**src/rtl/fifo_rd_pkg.sv**
```systemverilog
// fifo_rd_pkg: shared constants and types for the FIFO read-side controller.
//   FIFO_WIDTH    - default data word width, matches the FIFO instance
//   FIFO_RD_BURST - default words per burst for m_last generation
//   rd_occ_t      - occupancy of the 2-entry elastic buffer (value == word count)
package fifo_rd_pkg;

    localparam int FIFO_WIDTH    = 16;
    localparam int FIFO_RD_BURST = 8;

    typedef enum logic [1:0] {
        EMPTY = 2'd0,
        ONE   = 2'd1,
        FULL2 = 2'd2
    } rd_occ_t;

endpackage

```
**src/rtl/skid_buf2.sv**
```systemverilog
// skid_buf2: 2-entry elastic buffer that absorbs the FIFO's one-cycle read
// latency. Entry "head" always holds the oldest word.
// Ports:
//   clk, rst    - clock, asynchronous active-high reset
//   push        - write push_data this cycle
//   push_data   - word to write
//   pop         - head word consumed this cycle
//   head_data   - oldest buffered word
//   occ         - occupancy (EMPTY / ONE / FULL2)
module skid_buf2
    import fifo_rd_pkg::*;
#(
    parameter int width = FIFO_WIDTH
) (
    input  logic             clk,
    input  logic             rst,
    input  logic             push,
    input  logic [width-1:0] push_data,
    input  logic             pop,
    output logic [width-1:0] head_data,
    output rd_occ_t          occ
);

    rd_occ_t          occ_q, occ_d;
    logic [width-1:0] head_q, head_d;
    logic [width-1:0] tail_q, tail_d;

    always_comb begin
        occ_d  = occ_q;
        head_d = head_q;
        tail_d = tail_q;
        case (occ_q)
            EMPTY: begin
                // A pop while empty is never qualified by the stream, so it is ignored.
                if (push) begin
                    head_d = push_data;
                    occ_d  = ONE;
                end
            end
            ONE: begin
                case ({push, pop})
                    2'b10: begin
                        tail_d = push_data;
                        occ_d  = FULL2;
                    end
                    2'b01: occ_d = EMPTY;
                    // Head leaves and the incoming word replaces it directly.
                    2'b11: head_d = push_data;
                    default: ;
                endcase
            end
            FULL2: begin
                // The read-issue logic never pushes here without a pop.
                if (pop) begin
                    head_d = tail_q;
                    if (push) tail_d = push_data;
                    else      occ_d  = ONE;
                end
            end
            default: occ_d = EMPTY;
        endcase
    end

    always_ff @(posedge clk or posedge rst) begin
        if (rst) begin
            occ_q  <= EMPTY;
            head_q <= '0;
            tail_q <= '0;
        end else begin
            occ_q  <= occ_d;
            head_q <= head_d;
            tail_q <= tail_d;
        end
    end

    assign head_data = head_q;
    assign occ       = occ_q;

endmodule

```
**src/rtl/fifo_reader.sv**
```systemverilog
// fifo_reader: read-side controller for the synchronous FIFO. Drains words via
// fifo_re / fifo_empty / fifo_data and presents them on a valid/ready stream,
// sustaining one word per cycle under continuous m_ready.
// Ports:
//   clk, rst    - clock, asynchronous active-high reset (shared with the FIFO)
//   fifo_empty  - FIFO empty flag
//   fifo_data   - FIFO data_out, valid the cycle after fifo_re
//   fifo_re     - FIFO read strobe
//   m_data      - stream data
//   m_valid     - stream word valid
//   m_ready     - consumer ready
//   m_last      - last word of a burst (only when FIFO_RD_LAST_EN is defined)
// Build option: define FIFO_RD_LAST_EN to add m_last and the burst counter;
// otherwise the burst parameter has no effect.
module fifo_reader
    import fifo_rd_pkg::*;
#(
    parameter int width = FIFO_WIDTH,
    parameter int burst = FIFO_RD_BURST
) (
    input  logic             clk,
    input  logic             rst,
    input  logic             fifo_empty,
    input  logic [width-1:0] fifo_data,
    output logic             fifo_re,
    output logic [width-1:0] m_data,
    output logic             m_valid,
    input  logic             m_ready
`ifdef FIFO_RD_LAST_EN
    ,
    output logic             m_last
`endif
);

    rd_occ_t    occ;
    logic       pend_q, pend_d;
    logic       pop;
    logic [2:0] fill_next;

    skid_buf2 #(
        .width(width)
    ) u_buf (
        .clk      (clk),
        .rst      (rst),
        .push     (pend_q),
        .push_data(fifo_data),
        .pop      (pop),
        .head_data(m_data),
        .occ      (occ)
    );

    assign m_valid = (occ != EMPTY);
    assign pop     = m_valid && m_ready;

    always_comb begin
        // Words already buffered plus the one in flight, after this cycle's pop.
        fill_next = {1'b0, occ} + 3'(pend_q) - 3'(pop);
        // Gated by rst so the strobe stays low while both sides are held in reset.
        fifo_re   = !rst && !fifo_empty && (fill_next < 3'd2);
        pend_d    = fifo_re;
    end

    always_ff @(posedge clk or posedge rst) begin
        if (rst) pend_q <= 1'b0;
        else     pend_q <= pend_d;
    end

`ifdef FIFO_RD_LAST_EN
    localparam int BCNT_W = (burst > 1) ? $clog2(burst) : 1;
    localparam logic [BCNT_W-1:0] BCNT_MAX = BCNT_W'(burst - 1);

    logic [BCNT_W-1:0] bcnt_q, bcnt_d;

    always_comb begin
        bcnt_d = bcnt_q;
        if (pop) bcnt_d = (bcnt_q == BCNT_MAX) ? '0 : bcnt_q + BCNT_W'(1);
    end

    always_ff @(posedge clk or posedge rst) begin
        if (rst) bcnt_q <= '0;
        else     bcnt_q <= bcnt_d;
    end

    assign m_last = m_valid && (bcnt_q == BCNT_MAX);
`else
    logic unused_burst;
    assign unused_burst = (burst != 0);
`endif

endmodule
```
**config.mk**
```make
export PLATFORM = sky130hd
export DESIGN_NAME = fifo_reader
export DESIGN_NICKNAME = d
export VERILOG_FILES = /design/src/rtl/fifo_rd_pkg.sv /design/src/rtl/skid_buf2.sv /design/src/rtl/fifo_reader.sv
export SDC_FILE = /design/constraint.sdc
export NUM_CORES = 1
export LEC_CHECK = 0
export ABC_CLOCK_PERIOD_IN_PS = 3000
export CAP_MARGIN = 15
export CORE_MARGIN = 2
export CORE_UTILIZATION = 49
export CTS_CLUSTER_DIAMETER = 40
export DETAILED_ROUTE_END_ITERATION = 8
export GPL_TIMING_DRIVEN = 0
export PLACE_DENSITY = 0.78
export SLEW_MARGIN = 10
export SYNTH_ARGS = -nofsm -noshare
export SYNTH_HDL_FRONTEND = slang
export SYNTH_SLANG_ARGS = --single-unit
```
**constraint.sdc**
```tcl
create_clock -name clk -period 3 [get_ports clk]
set_input_delay 0.3 -clock clk [delete_from_list [all_inputs] [get_ports clk]]
set_output_delay 0.3 -clock clk [all_outputs]
set_load 0.02 [all_outputs]
```
# == Word level (Yosys, flattened, before mapping) ==
# Index checks and enable logic that the tools add are counted.
# word_totals
ff_bits,35
word_cells,43
# classes
eq_ne,12
mux,12
reduce_logical,12
n_addsub,2
n_lt_le_gt_ge,1
# op_table
operator,n
16-bit 2-to-1 mux,5
16-bit one-hot mux with 3 select lines,1
16-bit one-hot mux with 2 select lines,1
4-bit AND reduction,3
2-bit inequality test (second input constant),5
2-bit == test (second input constant),3
2-bit 2-to-1 mux,3
2-bit one-hot mux with 3 select lines,1
2-bit by 1-bit == test with 1-bit output (second input constant),2
2-bit one-hot mux with 2 select lines,1
2-bit nonzero test,2
2-bit by 1-bit adder with 3-bit output,1
1-bit logical AND,3
3-bit by 2-bit less-than comparator with 1-bit output (second input constant),1
3-bit by 2-bit inequality test with 1-bit output (second input constant),1
3-bit nonzero test,1
3-bit by 1-bit subtractor with 3-bit output,1
1-bit logical NOT,2
2-bit logical NOT,1
2-bit by 1-bit inequality test with 1-bit output (second input constant),1

# == Logic depth before layout (Yosys ltp) ==
# Gate-level depths: netlist of the first run.
# depth
word_depth,5
ltp_mapped,8
mapped_depth_nobuf,6

# == By module ==
# A second synthesis of the first run with hierarchy kept.
# unflattened
cells_unflattened,117
area_unflattened_um2,1664.1
# modules_own_cells
mod,cells_per_inst,n_inst,seq_area_each_um2,area_per_inst_um2
skid_buf2,107,1,850.8,1556.5
fifo_reader,10,1,25.0,107.6

# == Least setup slack after synthesis of the first run ==
# No wires, ideal clock.
# synth_timing
path_type,register to output
startpoint,"register u_buf.occ_q[0], in the netlist u_buf.occ[0]"
endpoint,output fifo_re
path_slack_ns,0.221
path_stages_with_launch,9
required_time_ns,2.700
t_arrival_ns,2.479
n_path_buf,2
path_cell_list,dfrtp_1 > nand2b_1 > buf_6 > buf_6 > nor2_1 > o21ai_0 > fa_1 > xor2_1 > nor4b_1
# synth_between
elab_chain_cells,5
word_cells_on_any_way,6
classes_between,add/sub (2); order compare (1); reduce/logical (3)
# synth_lines
element,line_no,source
start: declaration,skid_buf2.sv:24,"rd_occ_t occ_q, occ_d;"
start signal: assignment,skid_buf2.sv:66,occ_q <= EMPTY;
start signal: assignment,skid_buf2.sv:70,occ_q <= occ_d;
branches (longest 2 deep; another with 2-bit by 1-bit adder with 3-bit output),n/a,
3-bit by 1-bit subtractor with 3-bit output *,fifo_reader.sv:57,"fill_next = {1'b0, occ} + 3'(pend_q) - 3'(pop);"
3-bit by 2-bit less-than comparator with 1-bit output *,fifo_reader.sv:59,fifo_re = !rst && !fifo_empty && (fill_next < 3'd2);
1-bit logical AND *,fifo_reader.sv:59,
end: declaration,fifo_reader.sv:25,"output logic fifo_re,"
# Every way passes the cells marked *.

# == Final worst setup path of the first run ==
# Same ends and word-level chain as after synthesis.

==> results of run 1 <==
-- synth_stat cells --
library cell  instances  area (µm²)
o22ai_4               1        20.0
mux2_2               40         450
fa_1                  1        20.0
xor2_1                1        8.76
nor2_1                1        3.75
o22ai_2               1        12.5
a21boi_0              1        7.51
buf_4                 1        7.51
nand2b_2              1        8.76
o21ai_0               1        5.00
nor2b_1               2        12.5
buf_6                 3        33.8
or2_2                 1        6.26
nor4b_1               1        8.76
o21a_1                1        7.51
inv_1                 2        7.51
nand2b_1              2        12.5
o22ai_1               2        12.5
dfrtp_1              35         876
nand2_1               1        3.75
mux2_4                8         120
-- cell type report --
type | count | share of cell area, %
clock buffers | 7 | 2.10
clock inverters | 1 | 0.233
plain buffers | 4 | 1.92
flip-flops and latches | 35 | 40.8
repair buffers | 38 | 17.4
multi-input cells | 66 | 34.5
inverters | 2 | 0.349
well taps | 46 | 2.68
-- worst max path at each step --
| stage | startpoint | to | depth (start not counted) | slack [ns] |
|---|---|---|---|---|
| 3_5_place_dp | m_ready | fifo_re | 8 | -0.18 |
| 5_1_grt | u_buf.occ[0]$_DFFE_PP0P_ | fifo_re | 9 | 0.04 |
| 2_1_floorplan | u_buf.occ[0]$_DFFE_PP0P_ | fifo_re | 8 | 0.22 |
| 4_1_cts | u_buf.occ[0]$_DFFE_PP0P_ | fifo_re | 9 | 0.02 |
| 3_3_place_gp | m_ready | fifo_re | 8 | -0.11 |
| 6_report | u_buf.occ[0]$_DFFE_PP0P_ | fifo_re | 9 | 0.17 |
-- cell usage in the layout (no fill, tap or decap), drive strengths merged --
master,synthesis,final
nor2,1,1
xor2,1,1
clkinv,0,1
o22ai,4,4
nor4b,1,1
fa,1,1
nand2b,3,3
buf,4,6
inv,2,2
o21ai,1,1
dfrtp,35,35
a21boi,1,1
nand2,1,1
o21a,1,1
clkdlybuf4s50,0,36
clkbuf,0,7
or2,1,1
mux2,48,48
nor2b,2,2
-- state kept, by name, summed over array words and instances, names as in the netlist --
signal and flops:
pend_q 1, u_buf.head_data 16, u_buf.occ 2, u_buf.tail_q 16
-- power groups by stage --
stage / logic, mW / clock network, mW / registers, mW
after floorplan: 0.411 / 0 / 0.944
after global placement: 0.860 / 0 / 0.811
after detailed placement: 0.886 / 0 / 0.833
after CTS: 0.887 / 0.249 / 0.824
after global routing: 0.959 / 0.273 / 0.858
final: 0.892 / 0.240 / 0.822
-- per-layer routing --
metal	track usage [%]	part of all wire [%]
met4	8.81	2.2
met1	20.9	41
met3	6.83	5.6
met5	0	0
met2	31.3	51
-- critical path, cell delays in order, from the launching register on --
cell and delay [ns]:
dfrtp_1 0.42, nand2b_4 0.16, buf_6 0.15, buf_6 0.17, nor2_4 0.11, o21ai_1 0.11, fa_1 0.41, xor2_1 0.16
nor4b_2 0.29, buf_2 0.21
-- timing repair --
action | CTS | global route
pin swaps | 0 | 1
setup endpoints to repair | 1 | 1
resized for setup | 7 | 4
cloned | 0 | 0
buffers inserted | 0 | 1
-- cell families after synthesis --
logic type | after synthesis
multiplexers | 48
XOR/XNOR | 1
AO/OA/AOI/OAI | 7
AND/OR/NAND/NOR | 9
buffers and inverters | 6
flip-flops | 35
adder cells (fa/ha/maj) | 1
==> qor_table.md, run 1 <==
| Metric | Value | Unit |
|---|---|---|
| Result of the run | finished clean | - |
| Yosys Warn Count | 0 | - |
| Synthesized Nets | 128 | - |
| Placed Instances | 190 | - |
| Area taken by multi-input logic gates | 742 | µm² |
| Die area | 3840 | µm² |
| CP max FO | 10 | - |
| Post-Synthesis Mean Instance Area | 15.4 | µm² |
| Die boundary height | 61.9 | µm |
| Type of destination of the critical path | primary output | - |
| # diodes | 0 | - |
| Pwr Total | 1.95 | mW |
| Critical Path Source Type | flop | - |
| Worst rel slew slack | 51.8 | % |
| Combinational family with the most area after synthesis | multiplexers | - |
| Clock root cell | clkbuf_4 | - |
| Required time of the critical path | 2.70 | ns |
| Number of levels the H-tree was split into | 2 | - |
| Share of layout cells above drive strength 1 | 45.1 | % |
| Reg-to-reg setup timing slack | 0.92 | ns |
| Sequential-to-total area share from yosys stat | 53.2 | % |
| Count of buffers from port buffering | 37 | - |
| Clock Path Buffers | 2 | - |
| Clock period minus worst slack | 2.83 | ns |
| Antenna viol nets, final | 0 | - |
| Worst Hold Class | in -> async | - |
| DRC violation count after routing | 0 | - |
| TritonCTS buffer count | 5 | - |
| Overall overflow remaining after global route | 0 | - |
| Area Growth Syn to Fin | 30.6 | % |
| Nets@finish | 173 | - |
| Placeable core region | 3280 | µm² |
| Critical path class | reg -> out | - |
| Static Leak | 0.924 | nW |
| Worst Setup Slack, final | 0.172 | ns |
| Clock slew at reported path FFs | 0.10 | ns |
| Number of register bits inferred by synthesis | 35 | - |
| Routed vias/inst | 5.07 | - |
| Pin count of the biggest net entering global routing | 36 | - |
| Combinational group share of total power | 45.6 | % |
| Router iterations before antenna repair | 4 | - |
| Total via count in the routed design | 1008 | - |
| Number of antenna violations at the first check in global routing | 0 | - |
| Detailed Place HPWL | 2180 | µm |
| Distinct cells, synth | 21 | - |
| Sequential cell area | 877 | µm² |
| PwrDens | 909 | nW/µm² |
| Post-synth design cell area | 1650 | µm² |
| Share of the clock period used by the worst path after layout | 94.3 | % |
| Synthesized netlist cell count | 107 | - |
| Length in cells of the worst reg-to-reg path | 8 | - |
| Hold_buf cts | 0 | - |
| Overall global routing resource usage | 18.6 | % |
| Fin area | 2150 | µm² |
| FILL cells | 258 | - |
| Synth Area in Simple Gates | 3.42 | % |
| Proportion of power drawn by flip-flops and latches | 42.1 | % |
| Portion of total power attributed to the clock network | 12.3 | % |
| First-pass GRT wire length | 5000 | µm |
| Violation count after the first detailed-routing iteration | 18 | - |
| Worst slack at placement | -0.176 | ns |
| Multiplexer share of the synthesized area | 34.7 | % |
| Unrepaired setup endpoints after global routing | no | - |
| Total I/O pin count | 38 | - |
| Setup violation total in the final timing report | 0 | - |
| X dimension of the die | 61.9 | µm |
| CTS Sinks | 35 | - |
| Per-cell routed wire length | 15.4 | µm |
| Slew Viols, Final | 0 | - |
| Core Rows | 21 | - |
| Placed cell areas | 2070 | µm² |
| Reg-to-reg critical path startpoint | u_buf.occ[0]$_DFFE_PP0P_ | - |
| Arithmetic-cell share of the synthesized area counting full adders, half adders and majority gates | 1.22 | % |
| Layout Cells excl Fill | 199 | - |
| Clock tree from TritonCTS | built | - |
| Final Routed Wirelength | 3070 | µm |
| Sw Share | 32.8 | % |
| Worst slew pin tran | 0.721 | ns |
| Maximum clock frequency | 354 | MHz |
| Area fraction in compound gates after synthesis | 3.95 | % |
| Sum of negative setup slack | 0 | ns |
| Switch Pwr | 641 | µW |
| Critical Path AT | 2.53 | ns |
| Synth Area in XOR/XNOR | 0.532 | % |
| Worst reg2reg endpoint | pend_q$_DFF_PP0_ | - |
| Worst ir drop on vdd | 416 | µV |
| Cell-internal power | 1.31 | mW |
| Via count of the first global-routing pass | 1099 | - |
| Placer congestion estimate | 0.801 | - |
| Utilization after layout | 65.4 | % |
| Max-Cap Viols | 0 | - |
| Tightest hold margin | 0.461 | ns |
| Starting density of the core | 50.1 | % |
| Clock insertion delay at the later pin of the skew report | 0.33 | ns |
| Final Hold Violating Endpoints | 0 | - |
| Max Clock Skew | 0.00365 | ns |
No activity file was read; power rests on OpenSTA's default activity.
==> run 2: changes to the inputs <==
--- a/config.mk
+++ b/config.mk
@@ -12,6 +12,7 @@
 export CTS_CLUSTER_DIAMETER = 40
 export DETAILED_ROUTE_END_ITERATION = 8
 export GPL_TIMING_DRIVEN = 0
+export HOLD_SLACK_MARGIN = 0.15
 export PLACE_DENSITY = 0.78
 export SLEW_MARGIN = 10
 export SYNTH_ARGS = -nofsm -noshare
==> results of run 2 <==
The final DEF is identical to that of run 1; final timing and power are the same.
==> run 3: changes to the inputs <==
--- a/config.mk
+++ b/config.mk
@@ -13,7 +13,7 @@
 export DETAILED_ROUTE_END_ITERATION = 8
 export GPL_TIMING_DRIVEN = 0
 export HOLD_SLACK_MARGIN = 0.15
-export PLACE_DENSITY = 0.78
+export PLACE_DENSITY_LB_ADDON = 0.1
 export SLEW_MARGIN = 10
 export SYNTH_ARGS = -nofsm -noshare
 export SYNTH_HDL_FRONTEND = slang
==> run 3 against run 2 <==
Net effect: via count is 1.5% higher; routed wire length is 1.8% lower; critical path type unchanged; clock power is 43% higher; first-iteration DRC count is 28% lower; cell count is 0.50% higher; die area stayed put.
==> qor_table.md, run 3 (synthesized netlist as in run 1, its figures left out) <==
| Metric | Value | Unit |
|---|---|---|
| Result of the run | finished clean | - |
| Total I/O pin count | 38 | - |
| Final Hold Violating Endpoints | 0 | - |
| DRC violation count after routing | 0 | - |
| Length in cells of the worst reg-to-reg path | 9 | - |
| Share of the clock period used by the worst path after layout | 96.1 | % |
| Pwr Total | 2.06 | mW |
| Slew Viols, Final | 0 | - |
| Antenna viol nets, final | 0 | - |
| Unrepaired setup endpoints after global routing | no | - |
| Total via count in the routed design | 1023 | - |
| Fin area | 2180 | µm² |
| Placer congestion estimate | 0.732 | - |
| Final Routed Wirelength | 3010 | µm |
| Area Growth Syn to Fin | 32.6 | % |
| Setup violation total in the final timing report | 0 | - |
| CP cell instances | nand2b_1, buf_6, buf_6, nor2_4, o21ai_1, fa_1, xor2_1, nor4b_2, buf_4 | - |
| Maximum clock frequency | 347 | MHz |
| Clock Path Buffers | 2 | - |
| Clock period minus worst slack | 2.88 | ns |
| Hold_buf cts | 0 | - |
| Count of buffers from port buffering | 37 | - |
| Via count of the first global-routing pass | 1032 | - |
| Largest stage delay on the critical path | 0.41 | ns |
| Worst reg2reg endpoint | pend_q$_DFF_PP0_ | - |
| Per-cell routed wire length | 15.1 | µm |
| Reg-to-reg setup timing slack | 0.75 | ns |
| Die boundary height | 61.9 | µm |
| Worst slew pin tran | 0.722 | ns |
| Worst rel slew slack | 51.8 | % |
| Top library cells by usage in the layout, fill and taps aside | mux2_2, clkdlybuf4s50_1, dfrtp_1 | - |
| TritonCTS buffer count | 5 | - |
| Type of destination of the critical path | primary output | - |
| Nets@finish | 174 | - |
| Overall overflow remaining after global route | 0 | - |
| PwrDens | 942 | nW/µm² |
| Buffers & Inverters on Critical Path | 3 | - |
| Utilization after layout | 66.4 | % |
| Static Leak | 0.941 | nW |
| Die area | 3840 | µm² |
| Placeable core region | 3280 | µm² |
| Clock slew at reported path FFs | 0.11 | ns |
| Detailed Place HPWL | 2120 | µm |
| Worst Hold Class | in -> async | - |
| Number of levels the H-tree was split into | 2 | - |
| Clock insertion delay at the later pin of the skew report | 0.34 | ns |
| Core Rows | 21 | - |
| Clock root cell | clkbuf_4 | - |
| Router iterations before antenna repair | 3 | - |
| Worst-path cell with the longest stage delay | dfrtp_1 | - |
| Routed vias/inst | 5.12 | - |
| Worst ir drop on vdd | 469 | µV |
| Required time of the critical path | 2.70 | ns |
| Most common library cell in the layout ignoring fill and taps | mux2_2 | - |
| Sum of negative setup slack | 0 | ns |
| Max-Cap Viols | 0 | - |
| Reg-to-reg critical path startpoint | u_buf.occ[0]$_DFFE_PP0P_ | - |
| # diodes | 0 | - |
| Number of antenna violations at the first check in global routing | 0 | - |
| Tightest hold margin | 0.436 | ns |
| X dimension of the die | 61.9 | µm |
| Max Clock Skew | 0.00265 | ns |
| Critical Path Source Type | flop | - |
| Violation count after the first detailed-routing iteration | 13 | - |
| Placed cell areas | 2070 | µm² |
| Overall global routing resource usage | 17.5 | % |
| Critical path class | reg -> out | - |
| Starting density of the core | 50.1 | % |
| Share of layout cells above drive strength 1 | 46.1 | % |
| Cell class contributing the biggest share of worst-path delay | simple AND/OR/NAND/NOR gates | - |
| First-pass GRT wire length | 4650 | µm |
| Most frequent cell on the critical path | buf_6 | - |
| Critical Path AT | 2.58 | ns |
| Clock tree from TritonCTS | built | - |
| Pin count of the biggest net entering global routing | 36 | - |
| CTS Sinks | 35 | - |
| CP max FO | 10 | - |
-- run 3: cell count changes in the layout (fill, tap and decap cells not counted), sizes merged --
cell and change:
bufinv +1, clkinv +1, clkbuf -2, buf +1
-- run 3: area by class of cell --
class	count	area, µm²
fill	266	1100
sequential	35	877
multi-input combinational	66	734
timing repair buffer	39	383
tap	46	57.6
clock inverter	3	43.8
buffer	4	41.3
clock buffer	5	37.5
inverter	2	7.51
-- run 3: power by group --
part	internal, mW	switching, mW
Sequential	0.699	0.119
Clock	0.175	0.167
Combinational	0.522	0.374
-- run 3: what timing repair did --
action / CTS / global route
buffers inserted: 0 / 2
pin swaps: 0 / 1
gates resized for setup: 8 / 3
setup endpoints to repair: 1 / 1
-- run 3: worst max path at each step --
| stage | from | slack, ns | cells after the start | endpoint |
|---|---|---|---|---|
| after floorplan | u_buf.occ[0]$_DFFE_PP0P_ | 0.22 | 8 | fifo_re |
| after global placement | m_ready | -0.08 | 8 | fifo_re |
| after detailed placement | u_buf.occ[1]$_DFFE_PP0P_ | -0.23 | 9 | fifo_re |
| after CTS | u_buf.occ[0]$_DFFE_PP0P_ | 0.002 | 9 | fifo_re |
| after global routing | u_buf.occ[0]$_DFFE_PP0P_ | 0.00007 | 9 | fifo_re |
| final | u_buf.occ[0]$_DFFE_PP0P_ | 0.12 | 9 | fifo_re |
-- run 3: metal layers --
metal	wire, µm	GRT usage, %	share of wire, %
met3	144	6.83	4.8
met5	0	0	0
met1	1280	20.8	42
met2	1540	28.0	51
met4	46	8.21	1.5
-- run 3: through the flow --
| stage | std cells | setup slack (ns) |
|---|---|---|
| 6_report | 200 | 0.116 |
| 5_1_grt | 200 | 0.0000744 |
| 2_1_floorplan | 107 | 0.221 |
| 3_3_place_gp | 190 | -0.0840 |
| 4_1_cts | 198 | 0.00171 |
| 3_5_place_dp | 190 | -0.228 |
